<file path="src/rtl/seven_seg_scan_driver.sv">
// seven_seg_scan_driver: multiplexed seven-segment scanner with
// hex/BCD glyphs, leading-zero blanking and per-digit blink.
module seven_seg_scan_driver #(
    parameter int NUM_DIGITS = 4,
    parameter int SCAN_DIV   = 50000,
    parameter int BLINK_DIV  = 64
) (
    input  logic                    clk,
    input  logic                    reset,
    input  logic [4*NUM_DIGITS-1:0] value,
    input  logic                    load,
    input  logic                    bcd_mode,
    input  logic                    lz_blank,
    input  logic [NUM_DIGITS-1:0]   blink_mask,
    output logic [6:0]              seg_n,
    output logic [NUM_DIGITS-1:0]   an_n,
    output logic                    frame_tick
);
    localparam int PW = (SCAN_DIV > 1) ? $clog2(SCAN_DIV) : 1;
    localparam int IW = (NUM_DIGITS > 1) ? $clog2(NUM_DIGITS) : 1;
    localparam int BW = (BLINK_DIV > 1) ? $clog2(BLINK_DIV) : 1;
    localparam logic [PW-1:0] PRESC_MAX = PW'(SCAN_DIV - 1);
    localparam logic [IW-1:0] IDX_MAX   = IW'(NUM_DIGITS - 1);
    localparam logic [BW-1:0] FRAME_MAX = BW'(BLINK_DIV - 1);

    logic [PW-1:0]           presc_q, presc_d;
    logic [IW-1:0]           idx_q, idx_d;
    logic [BW-1:0]           frame_q, frame_d;
    logic                    blink_q, blink_d;
    logic [4*NUM_DIGITS-1:0] disp_q, disp_d;
    logic [6:0]              seg_n_q, seg_n_d;
    logic [NUM_DIGITS-1:0]   an_n_q, an_n_d;

    logic                    scan_wrap;
    logic                    frame_wrap;
    logic                    zero_run;
    logic [NUM_DIGITS-1:0]   lz_vec;
    logic [3:0]              nib;
    logic [6:0]              hex_glyph;
    logic [6:0]              glyph;

    // Scan timing: prescaler, digit index, frame counter, blink phase
    always_comb begin
        scan_wrap  = (presc_q == PRESC_MAX);
        frame_wrap = scan_wrap && (idx_q == IDX_MAX);
        presc_d    = scan_wrap ? '0 : presc_q + PW'(1);
        idx_d      = idx_q;
        frame_d    = frame_q;
        blink_d    = blink_q;
        if (scan_wrap) begin
            idx_d = (idx_q == IDX_MAX) ? '0 : idx_q + IW'(1);
        end
        if (frame_wrap) begin
            if (frame_q == FRAME_MAX) begin
                frame_d = '0;
                blink_d = ~blink_q;
            end else begin
                frame_d = frame_q + BW'(1);
            end
        end
        disp_d = load ? value : disp_q;
    end

    // Glyph for the indexed digit, applying blink > zero-blank > dash
    always_comb begin
        zero_run = 1'b1;
        lz_vec   = '0;
        for (int k = NUM_DIGITS - 1; k >= 0; k--) begin
            zero_run  = zero_run && (disp_q[4*k +: 4] == 4'h0);
            lz_vec[k] = zero_run && (k != 0);
        end
        nib = disp_q[4*idx_q +: 4];
        case (nib)
            4'h0:    hex_glyph = 7'h3F;
            4'h1:    hex_glyph = 7'h06;
            4'h2:    hex_glyph = 7'h5B;
            4'h3:    hex_glyph = 7'h4F;
            4'h4:    hex_glyph = 7'h66;
            4'h5:    hex_glyph = 7'h6D;
            4'h6:    hex_glyph = 7'h7D;
            4'h7:    hex_glyph = 7'h07;
            4'h8:    hex_glyph = 7'h7F;
            4'h9:    hex_glyph = 7'h6F;
            4'hA:    hex_glyph = 7'h77;
            4'hB:    hex_glyph = 7'h7C;
            4'hC:    hex_glyph = 7'h39;
            4'hD:    hex_glyph = 7'h5E;
            4'hE:    hex_glyph = 7'h79;
            default: hex_glyph = 7'h71;
        endcase
        glyph = hex_glyph;
        if (bcd_mode && (nib > 4'd9)) glyph = 7'h40;
        if (lz_blank && lz_vec[idx_q]) glyph = 7'h00;
        if (blink_mask[idx_q] && blink_q) glyph = 7'h00;
        seg_n_d        = ~glyph;
        an_n_d         = '1;
        an_n_d[idx_q]  = 1'b0;
    end

    // State and registered display outputs; reset darkens the display
    always_ff @(posedge clk) begin
        if (reset) begin
            presc_q <= '0;
            idx_q   <= '0;
            frame_q <= '0;
            blink_q <= 1'b0;
            disp_q  <= '0;
            seg_n_q <= '1;
            an_n_q  <= '1;
        end else begin
            presc_q <= presc_d;
            idx_q   <= idx_d;
            frame_q <= frame_d;
            blink_q <= blink_d;
            disp_q  <= disp_d;
            seg_n_q <= seg_n_d;
            an_n_q  <= an_n_d;
        end
    end

    assign seg_n      = seg_n_q;
    assign an_n       = an_n_q;
    assign frame_tick = frame_wrap && !reset;

endmodule

</file>
<file path="config.mk">
export PLATFORM = sky130hd
export DESIGN_NAME = seven_seg_scan_driver
export DESIGN_NICKNAME = d
export VERILOG_FILES = /design/src/rtl/seven_seg_scan_driver.sv
export SDC_FILE = /design/constraint.sdc
export NUM_CORES = 1
export LEC_CHECK = 0
export BUFFER_PORTS_ARGS = -buffer_cell sky130_fd_sc_hd__clkbuf_2
export CORE_MARGIN = 2
export CORE_UTILIZATION = 58
export CTS_BUF_LIST = sky130_fd_sc_hd__clkbuf_8
export DETAILED_ROUTE_END_ITERATION = 6
export HOLD_SLACK_MARGIN = 0.08
export PLACE_DENSITY = 0.79
export SYNTH_ARGS = -nofsm -noshare
export SYNTH_HDL_FRONTEND = slang
export SYNTH_SLANG_ARGS = --single-unit
</file>
<file path="constraint.sdc">
create_clock -name clk -period 2.9 [get_ports clk]
set_input_delay 0.58 -clock clk [delete_from_list [all_inputs] [get_ports clk]]
set_output_delay 0.58 -clock clk [all_outputs]
set_load 0.02 [all_outputs]
</file>
Yosys cells after proc, flatten, opt, wreduce, memory -nomap -nowiden
Memory sizes are Yosys's and may differ from the RTL's. Index checks and enable logic that the tools add are counted.

Register bits: 52. ROM bits: 112. Bits of input ports: 25. Output and inout port bits: 12. Logic and storage cells: 46. Memories kept: 1.

Memories: (name not given) (depth 16, bits a word 7, read ports 1, clocked after Yosys merged registers in 0, wr ports 0, RTL line 73) `case (nib)`.

Add/subtract/negate cells: 3. $lt $le $gt $ge: 3. Equal/unequal tests: 3. Shift-type cells: 1. Muxes and demuxes: 11. Bitwise gates (word level): 3. Reduce and logical (&&, ||, !) cells: 14.

Operators by type and width (number): 2-to-1 mux 7 bit (3); adder 16 x 1 -> 16 bit, second input constant (1); equality test 16 bit, second input constant (1); variable part select 16 x 5 -> 4 bit (1); logical NOT 4 bit (3); logical AND 1 bit (8); inverter 7 bit (1); adder 6 x 1 -> 6 bit, second input constant (1); equality test 6 bit, second input constant (1); 2-to-1 mux 6 bit (1); binary-select mux 1 bit (select 2 bit) (2); > comparator 4 bit, second input constant (1); inverter 4 bit (1); < comparator 2 x 3 -> 1 bit, second input constant (1); 2-to-1 mux 1 bit (3); adder 2 x 1 -> 2 bit, second input constant (1); demux 1 bit (select 2 bit) (1); equality test 2 bit, second input constant (1); >= comparator 2 x 1 -> 1 bit, second input constant (1); 2-to-1 mux 2 bit (1); AND reduction 2 bit (1); OR reduction 2 bit (1); logical NOT 1 bit (1); inverter 1 bit (1).

Depth between registers and ports, before layout
Gate-level depths: netlist (run 1).

Word-level depth: 9. Mapped depth: 9. Mapped depth without buffers: 8.

Worst setup path after synthesis (run 1)
OpenSTA, ideal clock, no wires.

Path kind: reg-to-output. From: reg idx_q[1]. To: out frame_tick. Arrival: 1.698 ns. Data required time: 2.320 ns. Path slack: 0.622 ns. Stages on the path, launching flop included: 5. Buffers on the path: 1. Path through: dfxtp_1 -> ha_1 -> clkdlybuf4s50_1 -> nand2_1 -> nor2_1.

Word-level cells in the longest chain between the ends: 3.

Ends and longest elaborated chain: start: declaration (RTL line 27) `logic [IW-1:0] idx_q, idx_d;`; start signal: assignment (RTL line 112) `idx_q <= idx_d;`; equality test 2 bit (RTL line 45) `frame_wrap = scan_wrap && (idx_q == IDX_MAX);`; logical AND 1 bit (RTL line 45); logical AND 1 bit (RTL line 123) `assign frame_tick = frame_wrap && !reset;`; end: declaration (RTL line 17) `output logic frame_tick`.

No other way between the ends.

Final worst setup path (run 1)
From: reg presc_q[0]. To: out frame_tick.

Word-level cells in the longest chain between the ends: 3.

Ends and longest elaborated chain: start: declaration (RTL line 26) `logic [PW-1:0] presc_q, presc_d;`; start signal: assignment (RTL line 111) `presc_q <= presc_d;`; equality test 16 bit (RTL line 44) `scan_wrap = (presc_q == PRESC_MAX);`; logical AND 1 bit (RTL line 45); logical AND 1 bit (RTL line 123).

No other way between the ends.

==> impl_metrics.ini, run 1 <==
[cts]
clkSinkCount = 52
cts_tree = done
cts_setup_buffers = 0
cts_buffers = 5
clk_latency_ns = 0.31
clk_path_buf_depth = 2
root_buffer = clkbuf_8
path_clk_slew_ns = 0.09
htreeDepth = 2
cts.repair.resized = 0
ctsHoldBuffers = 0

[yosys]
ys_ff_latch = 52
yosysMostFrequentCell = dfxtp_1
synth-seq-area-share_pct = 42.45
syn_area_mm2 = 0.002452
yosysTopAreaCellShare_pct = 42.45
synthCells = 255
synth_edf_count = 0
synth_fp_nets = 292
async_flop_share_pct = 0
yosys.area.top_type = dfxtp_1
post_synth_num_cell_types = 42
synth_ff_type = dfxtp_1
synth_area_leaders = dfxtp_1, mux2i_1, nor2_1
syn_area_per_cell_um2 = 9.617
ys_warn_count = 0
synth_commonest_cells = dfxtp_1, nor2_1, mux2i_1

[drt]
drt_iter0_drc = 161
routed_wl_mm = 4.613
drt-wirelength-per-cell_um = 13.53
drc = 0
vias = 1881
routed_via_density = 5.516
detail-route-antenna-nets = 0
drt_first_pass_iters = 4

[final_layout]
diodes = 0
nets = 327
syn_to_final_growth_pct = 11.84
final_util_pct = 68.07
drive_above_1_share_pct = 20.62

[power]
p_switching_w = 0.0003322
power_frac_comb_pct = 9.9
power.share.clock_pct = 32.9
p_total_w = 0.001325
powerDensity_mw_per_mm2 = 483.0
p_leak_nw = 1.126
power_frac_seq_pct = 57.2
switching_share_pct = 25.08
internal_power_w = 0.0009924
peakVddDrop_mv = 0.3924

[timing]
rsz0062_at_grt = false
timing.fmax_mhz = 391.1
finalSetupViolations = 0
finalMaxSlewViolations = 0
period_needed_ns = 2.557
max_slew.worst_pin.slew_ns = 0.6186
final.period_utilization_pct = 88.16
fin_skew_ns = 0.007639
fin_setup_tns_ns = 0
finalHoldViolCount = 0
relSlewSlack_pct = 58.76

[grt]
antenna_found_initial = 0
grt_max_degree = 34
grt_pass1_wl_mm = 7.962
grt_pass1_vias = 1862
overflow = 0
groute.usage.overall_pct = 20.20

[floorplan]
die_w_um = 69.03
initial_utilization_pct = 60.87
rows = 23
dieArea_mm2 = 0.004764
die_h_um = 69.03
io_pins = 37
coreArea_mm2 = 0.004029

[placed_design]
io_buffers = 36
dp_hpwl_mm = 3.299
gp_congestion = 0.8030

[setup_path]
arrival_ns = 1.98
cp_max_fo = 9
startpoint_type = register
r2r_start = idx_q[0]
setup.worst_path.class = reg -> out
critPathLaunch = presc_q[0]
end_kind = output port
crit_required_ns = 2.32

[hold_path]
hold_class = reg -> reg
min_from = presc_q[0]

[outcome]
status = completed

[job]
max_cap_violations = 0
==> stage by stage <==
| step | instance area (µm²) | worst slack, ns | instances | hold slack (ns) |
|---|---|---|---|---|
| 3_3_place_gp | 2645 | 0.7620 | 333 | 0.4399 |
| 2_1_floorplan | 2452 | 0.6217 | 255 | 0.4256 |
| 4_1_cts | 2743 | 0.3421 | 341 | 0.4695 |
| 6_report | 2743 | 0.3433 | 341 | 0.4679 |
| 3_5_place_dp | 2645 | 0.6062 | 333 | 0.4485 |
| 5_1_grt | 2743 | 0.1737 | 341 | 0.4943 |
==> power by group through the flow <==
stage                     sequential, W  combinational, W  clock (W)
after floorplan                0.000783         0.0000796          0
after global routing           0.000761          0.000146   0.000473
after CTS                      0.000757          0.000132   0.000446
after global placement         0.000773          0.000128          0
after detailed placement       0.000774          0.000131          0
final                          0.000757          0.000132   0.000436
==> path summary, 6_finish.rpt <==
path	cells after the start	slack, ns	endpoint
setup / recovery	7	0.34	frame_tick
setup reg to reg	8	0.58	seg_n[2]
hold / removal	1	0.47	presc_q[0]
hold reg to reg	1	0.47	presc_q[0]
==> area by class of cell <==
cell class,instances,area (µm²)
multi-input cells,185,1316
fillers,330,1286
flip-flops and latches,52,1041
repair buffers,38,195.2
clock buffers,6,82.58
well taps,50,62.56
inverters,8,30.03
clock inverters,2,15.01
==> cells by family after synthesis <==
group | after synthesis | synth area share, %
AND/OR/NAND/NOR | 109 | 22.60
flip-flops | 52 | 42.45
multiplexers | 28 | 14.03
AO/OA/AOI/OAI | 19 | 4.848
buffers and inverters | 18 | 3.878
XOR/XNOR | 17 | 6.071
adder cells (fa/ha/maj) | 12 | 6.122
==> state kept, by name, summed over array words and instances, names as in the netlist <==
signal	flops
disp_q	16
blink_q	1
frame_q	6
idx_q	2
an_n	4
seg_n	7
presc_q	16
==> critical path, stage by stage, from the launching register on <==
cell and delay [ns]:
dfxtp_1 0.38, ha_1 0.28, and3_2 0.23, and4_1 0.18, buf_4 0.17, nand2_1 0.12
nor2_1 0.12, clkbuf_2 0.18
==> layer usage <==
layer  global-route usage, %  routed length, µm  part of all wire (%)  vias to the layer above
li1                        -                  -                     -                      950
met4                   10.24                113                   2.4                        0
met3                   4.971                239                   5.2                       11
met5                       0                  0                     0                        -
met1                   25.44               2091                    45                      871
met2                   32.16               2168                    47                       49
==> cells in the final DEF, fill, tap and decap left out, types with 2 or more instances in the layout <==
master,Yosys,routed
a21oi_1,6,6
and2_1,2,2
and3_1,4,4
and3_2,2,2
and4bb_2,2,2
buf_4,1,2
clkbuf_2,0,36
clkbuf_8,0,6
clkinvlp_4,0,2
dfxtp_1,52,52
ha_1,12,12
inv_1,8,8
mux2i_1,22,22
mux4_2,5,5
nand2_1,15,15
nand2b_1,4,4
nand3_1,13,13
nand4_1,4,4
nor2_1,46,46
nor3_1,3,3
nor4_1,3,3
o21ai_0,6,6
o311ai_0,2,2
or4_1,2,2
xnor2_1,7,7
xor2_1,10,10
No activity file was read; power rests on OpenSTA's default activity.
==> inputs of run 2 (changes only) <==
- CELL_PAD_IN_SITES_DETAIL_PLACEMENT: default -> 2
- CELL_PAD_IN_SITES_GLOBAL_PLACEMENT: default -> 2
- CORE_UTILIZATION: 58 -> 36
- PLACE_DENSITY: 0.79 -> 0.78
==> run 2 against run 1 <==
  * Global-route usage decreased by 3.5 points
  * Flip-flop and latch count unchanged
  * Worst hold slack better by 0.0069 ns
  * Register-to-register slack worse by 0.06 ns
  * Largest cell class unchanged
  * Sequential share of layout area fell by 0.80 points
  * Setup slack gained 0.058 ns
  * Clock-buffer cell count down 1
  * Non-clock buffer count grew 1
  * Core utilization fell by 26 points
==> impl_metrics.ini, run 2 (synthesis results as in run 1) <==
[cts]
path_clk_slew_ns = 0.09
ctsHoldBuffers = 0
cts_buffers = 5
clkSinkCount = 52
cts.repair.resized = 0
cts_setup_buffers = 0
cts_tree = done
htreeDepth = 2
clk_latency_ns = 0.31
clk_path_buf_depth = 2
root_buffer = clkbuf_8

[setup_path]
setup.worst_path.class = reg -> out
crit_required_ns = 2.32
cp_max_fo = 9
end_kind = output port
critPathSlowestCell = dfxtp_1
max_stage_delay_ns = 0.38
crit_chain = ha_1, and3_2, and4_1, buf_4, nand2_1, nor2_1, clkbuf_2
startpoint_type = register
arrival_ns = 1.92

[timing]
finalMaxSlewViolations = 0
finalHoldViolCount = 0
finalSetupViolations = 0
fin_skew_ns = 0.008236
rsz0062_at_grt = false
timing.fmax_mhz = 400.1
setup_ws_ns = 0.4009
fin_setup_tns_ns = 0
period_needed_ns = 2.499
relSlewSlack_pct = 63.21
final.period_utilization_pct = 86.18
max_slew.worst_pin.slew_ns = 0.5518

[drt]
drt-wirelength-per-cell_um = 15.80
drt_first_pass_iters = 3
vias = 1923
routed_via_density = 5.169
routed_wl_mm = 5.876
drc = 0
drt_iter0_drc = 45
detail-route-antenna-nets = 0

[power]
powerDensity_mw_per_mm2 = 503.0
p_leak_nw = 1.142
peakVddDrop_mv = 0.2543

[final_layout]
final_cells = 372
diodes = 0
syn_to_final_growth_pct = 14.23
final_util_pct = 41.93
nets = 328
mostFrequentLayoutCell = dfxtp_1
drive_above_1_share_pct = 20.89
layout_common_cells = dfxtp_1, nor2_1, clkbuf_2, mux2i_1, nand2_1

[grt]
antenna_found_initial = 0
overflow = 0
grt_max_degree = 32
grt_pass1_vias = 1967
grt_pass1_wl_mm = 9.825
groute.usage.overall_pct = 16.66

[placed_design]
io_buffers = 36
post-place-ws_ns = 0.5616
dp_hpwl_mm = 4.453
placedCellCount = 364
gp_congestion = 0.7264

[floorplan]
coreArea_mm2 = 0.006681
rows = 30
dieArea_mm2 = 0.007488
die_h_um = 86.54
die_w_um = 86.54
initial_utilization_pct = 36.70
io_pins = 37

[job]
max_cap_violations = 0

[outcome]
status = completed

[hold_path]
hold_class = reg -> reg
run 2: cell type report:
type	instances	area (µm²)
clock buffer	5	68.82
clock inverter	3	42.54
timing repair buffer	39	202.7
multi-input combinational	185	1316
tap	80	100.1
sequential	52	1041
inverter	8	30.03
fill	767	3880
run 2: routing by layer:
metal / vias to the layer above / GRT usage (%) / part of all wire [%]
met2: 26 / 27.48 / 48
li1: 954 / - / -
met4: 0 / 4.688 / 1.1
met5: - / 0 / 0
met1: 938 / 22.39 / 48
met3: 5 / 3.048 / 2.4
run 2: path summary, 6_finish.rpt:
path | startpoint | endpoint | slack, ns | cells past startpoint
hold / removal | presc_q[0] | presc_q[0] | 0.47 | 1
setup reg to reg | idx_q[0] | seg_n[2] | 0.52 | 8
setup / recovery | presc_q[0] | frame_tick | 0.40 | 7
hold reg to reg | presc_q[0] | presc_q[0] | 0.47 | 1
run 2: stage by stage:
stage               instance area [µm²]  total power, W  hold WS, ns
floorplan                          2452       0.0008623       0.4256
global placement                   2690       0.0009105       0.4393
detailed placement                 2690       0.0009163       0.4600
CTS                                2801        0.001438       0.4829
global route                       2801        0.001481       0.5006
finish                             2801        0.001409       0.4748
run 2: critical path, delay by kind of cell (launching register included):
family / cells / cell delay, ns
adders and majority gates: 1 / 0.25
buffers and inverters: 2 / 0.34
DFF: 1 / 0.38
and+or+nand+nor: 4 / 0.64
run 2: power breakdown:
group / switching (W) / internal, W / leakage, nW
combinational: 0.0000788 / 0.0000595 / 0.662
clock: 0.000255 / 0.000256 / 0.0541
sequential: 0.0000187 / 0.000741 / 0.426
total: 0.000353 / 0.00106 / 1.14
==> inputs of run 3 (changes only) <==
- CORE_ASPECT_RATIO: default -> 1.25
==> run 3 against run 2 <==
  * First-iteration DRC count is 36% higher
  * Sequential power hardly changed
  * Register-to-register slack better by 0.03 ns
  * Critical endpoint unchanged
  * Largest power group unchanged
  * Via count is 2.5% higher
  * Highest routed layer unchanged
  * Largest cell class unchanged
==> impl_metrics.ini, run 3 (synthesis results as in run 1) <==
[setup_path]
arrival_ns = 1.94
max_stage_delay_ns = 0.38
critPathSlowestCell = dfxtp_1
crit_chain = ha_1, and3_2, and4_1, buf_4, nand2_1, nor2_1, clkbuf_2
critPathLaunch = presc_q[0]
crit_family = simple AND/OR/NAND/NOR gates
r2r_setup_slack_ns = 0.55
crit_buf_inv = 2
setup.worst_path.class = reg -> out
r2r_start = idx_q[0]
startpoint_type = register
end_kind = output port
r2r_end = seg_n[2]
path_depth = 7
reg2reg_depth = 8
crit_path_end = frame_tick
cp_max_fo = 9
crit_required_ns = 2.32

[drt]
drt-wirelength-per-cell_um = 16.29
drc = 0
routed_wl_mm = 6.190
drt_first_pass_iters = 4
drt_iter0_drc = 61
detail-route-antenna-nets = 0
vias = 1971
routed_via_density = 5.187

[placed_design]
dp_hpwl_mm = 4.646
gp_congestion = 0.8058
placed_area_mm2 = 0.002706
io_buffers = 36

[timing]
timing.fmax_mhz = 396.5
fin_skew_ns = 0.01649
rsz0062_at_grt = false
fin_setup_tns_ns = 0
period_needed_ns = 2.522
finalMaxSlewViolations = 0
finalHoldViolCount = 0
finalSetupViolations = 0
final.period_utilization_pct = 86.96
relSlewSlack_pct = 62.67
max_slew.worst_pin.slew_ns = 0.5548

[power]
powerDensity_mw_per_mm2 = 509.3
p_switching_w = 0.0003567
peakVddDrop_mv = 0.1757
power_frac_comb_pct = 9.8
switching_share_pct = 24.77
p_leak_nw = 1.154
power.share.clock_pct = 37.5
power_frac_seq_pct = 52.7
internal_power_w = 0.001084

[floorplan]
coreArea_mm2 = 0.006565
die_w_um = 77.82
rows = 33
initial_utilization_pct = 37.35
dieArea_mm2 = 0.007492
io_pins = 37
die_h_um = 96.28

[cts]
cts_buffers = 5
path_clk_slew_ns = 0.10
cts_tree = done
clk_latency_ns = 0.31
clkSinkCount = 52
ctsHoldBuffers = 0
root_buffer = clkbuf_8
cts_setup_buffers = 0
clk_path_buf_depth = 2
htreeDepth = 2
cts.repair.resized = 0

[grt]
overflow = 0
antenna_found_initial = 0
grt_pass1_vias = 2090
groute.usage.overall_pct = 17.63
grt_pass1_wl_mm = 10.25
grt_max_degree = 32

[final_layout]
drive_above_1_share_pct = 21.16
mostFrequentLayoutCell = dfxtp_1
syn_to_final_growth_pct = 15.31
layout_common_cells = dfxtp_1, nor2_1, clkbuf_2, mux2i_1, nand2_1
nets = 329
fin_area_mm2 = 0.002828
diodes = 0

[hold_path]
hold_class = reg -> reg

[job]
max_cap_violations = 0

[outcome]
status = completed
## run 3: changes by cell type in the layout (fill, tap and decap cells not counted), sizes merged
| cell | delta |
|---|---|
| buf | +1 |
| clkbuf | +1 |
| clkinvlp | -1 |
## run 3: routing by layer
| metal | share of wire [%] | global-route usage [%] | vias up |
|---|---|---|---|
| met2 | 53 | 32.54 | 34 |
| met3 | 2.7 | 3.471 | 11 |
| met4 | 1.9 | 6.548 | 0 |
| met5 | 0 | 0 | - |
| li1 | - | - | 953 |
| met1 | 42 | 20.09 | 973 |
## run 3: through the flow
stage	utilization [%]	hold slack, ns	total power (W)	cells	setup slack [ns]
floorplan	-	0.4256	0.0008623	255	0.6217
global placement	41.22	0.4380	0.0009100	372	0.7190
detailed placement	41.22	0.4534	0.0009175	372	0.5690
CTS	43.07	0.4788	0.001468	380	0.3363
global route	43.07	0.4943	0.001515	380	0.1716
finish	43.07	0.4682	0.001440	380	0.3782
## run 3: power by group through the flow
stage                     Clock (W)  Sequential, W  Combinational (W)
after floorplan                   0       0.000783          0.0000796
after global placement            0       0.000775           0.000135
after detailed placement          0       0.000776           0.000141
after CTS                  0.000565       0.000760           0.000143
after global routing       0.000595       0.000763           0.000156
final                      0.000540       0.000760           0.000141
## run 3: layout make-up
| cell class | count | area, µm² |
|---|---|---|
| sequential | 52 | 1041 |
| clock inverter | 2 | 38.79 |
| clock buffer | 6 | 82.58 |
| tap | 87 | 108.9 |
| multi-input combinational | 185 | 1316 |
| timing repair buffer | 40 | 210.2 |
| inverter | 8 | 30.03 |
| fill | 720 | 3737 |
## run 3: worst register-to-register path, cell delays in order, from the launching register on
cell and delay, ns:
dfxtp_1 0.41, mux4_2 0.60, inv_1 0.13, ha_1 0.26, nor2_1 0.08, o21ai_0 0.17
o21ai_0 0.16, nor2_1 0.22, o311ai_0 0.19
## run 3: how the worst min path moves through the flow
stage / start / to / slack [ns] / depth (start not counted)
final: presc_q[0] / presc_q[0] / 0.47 / 1
after global routing: value[5] / disp_q[5] / 0.49 / 3
after CTS: presc_q[0] / presc_q[0] / 0.48 / 1
after detailed placement: presc_q[0] / presc_q[0] / 0.45 / 1
after global placement: presc_q[0] / presc_q[0] / 0.44 / 1
after floorplan: presc_q[0] / presc_q[0] / 0.43 / 1
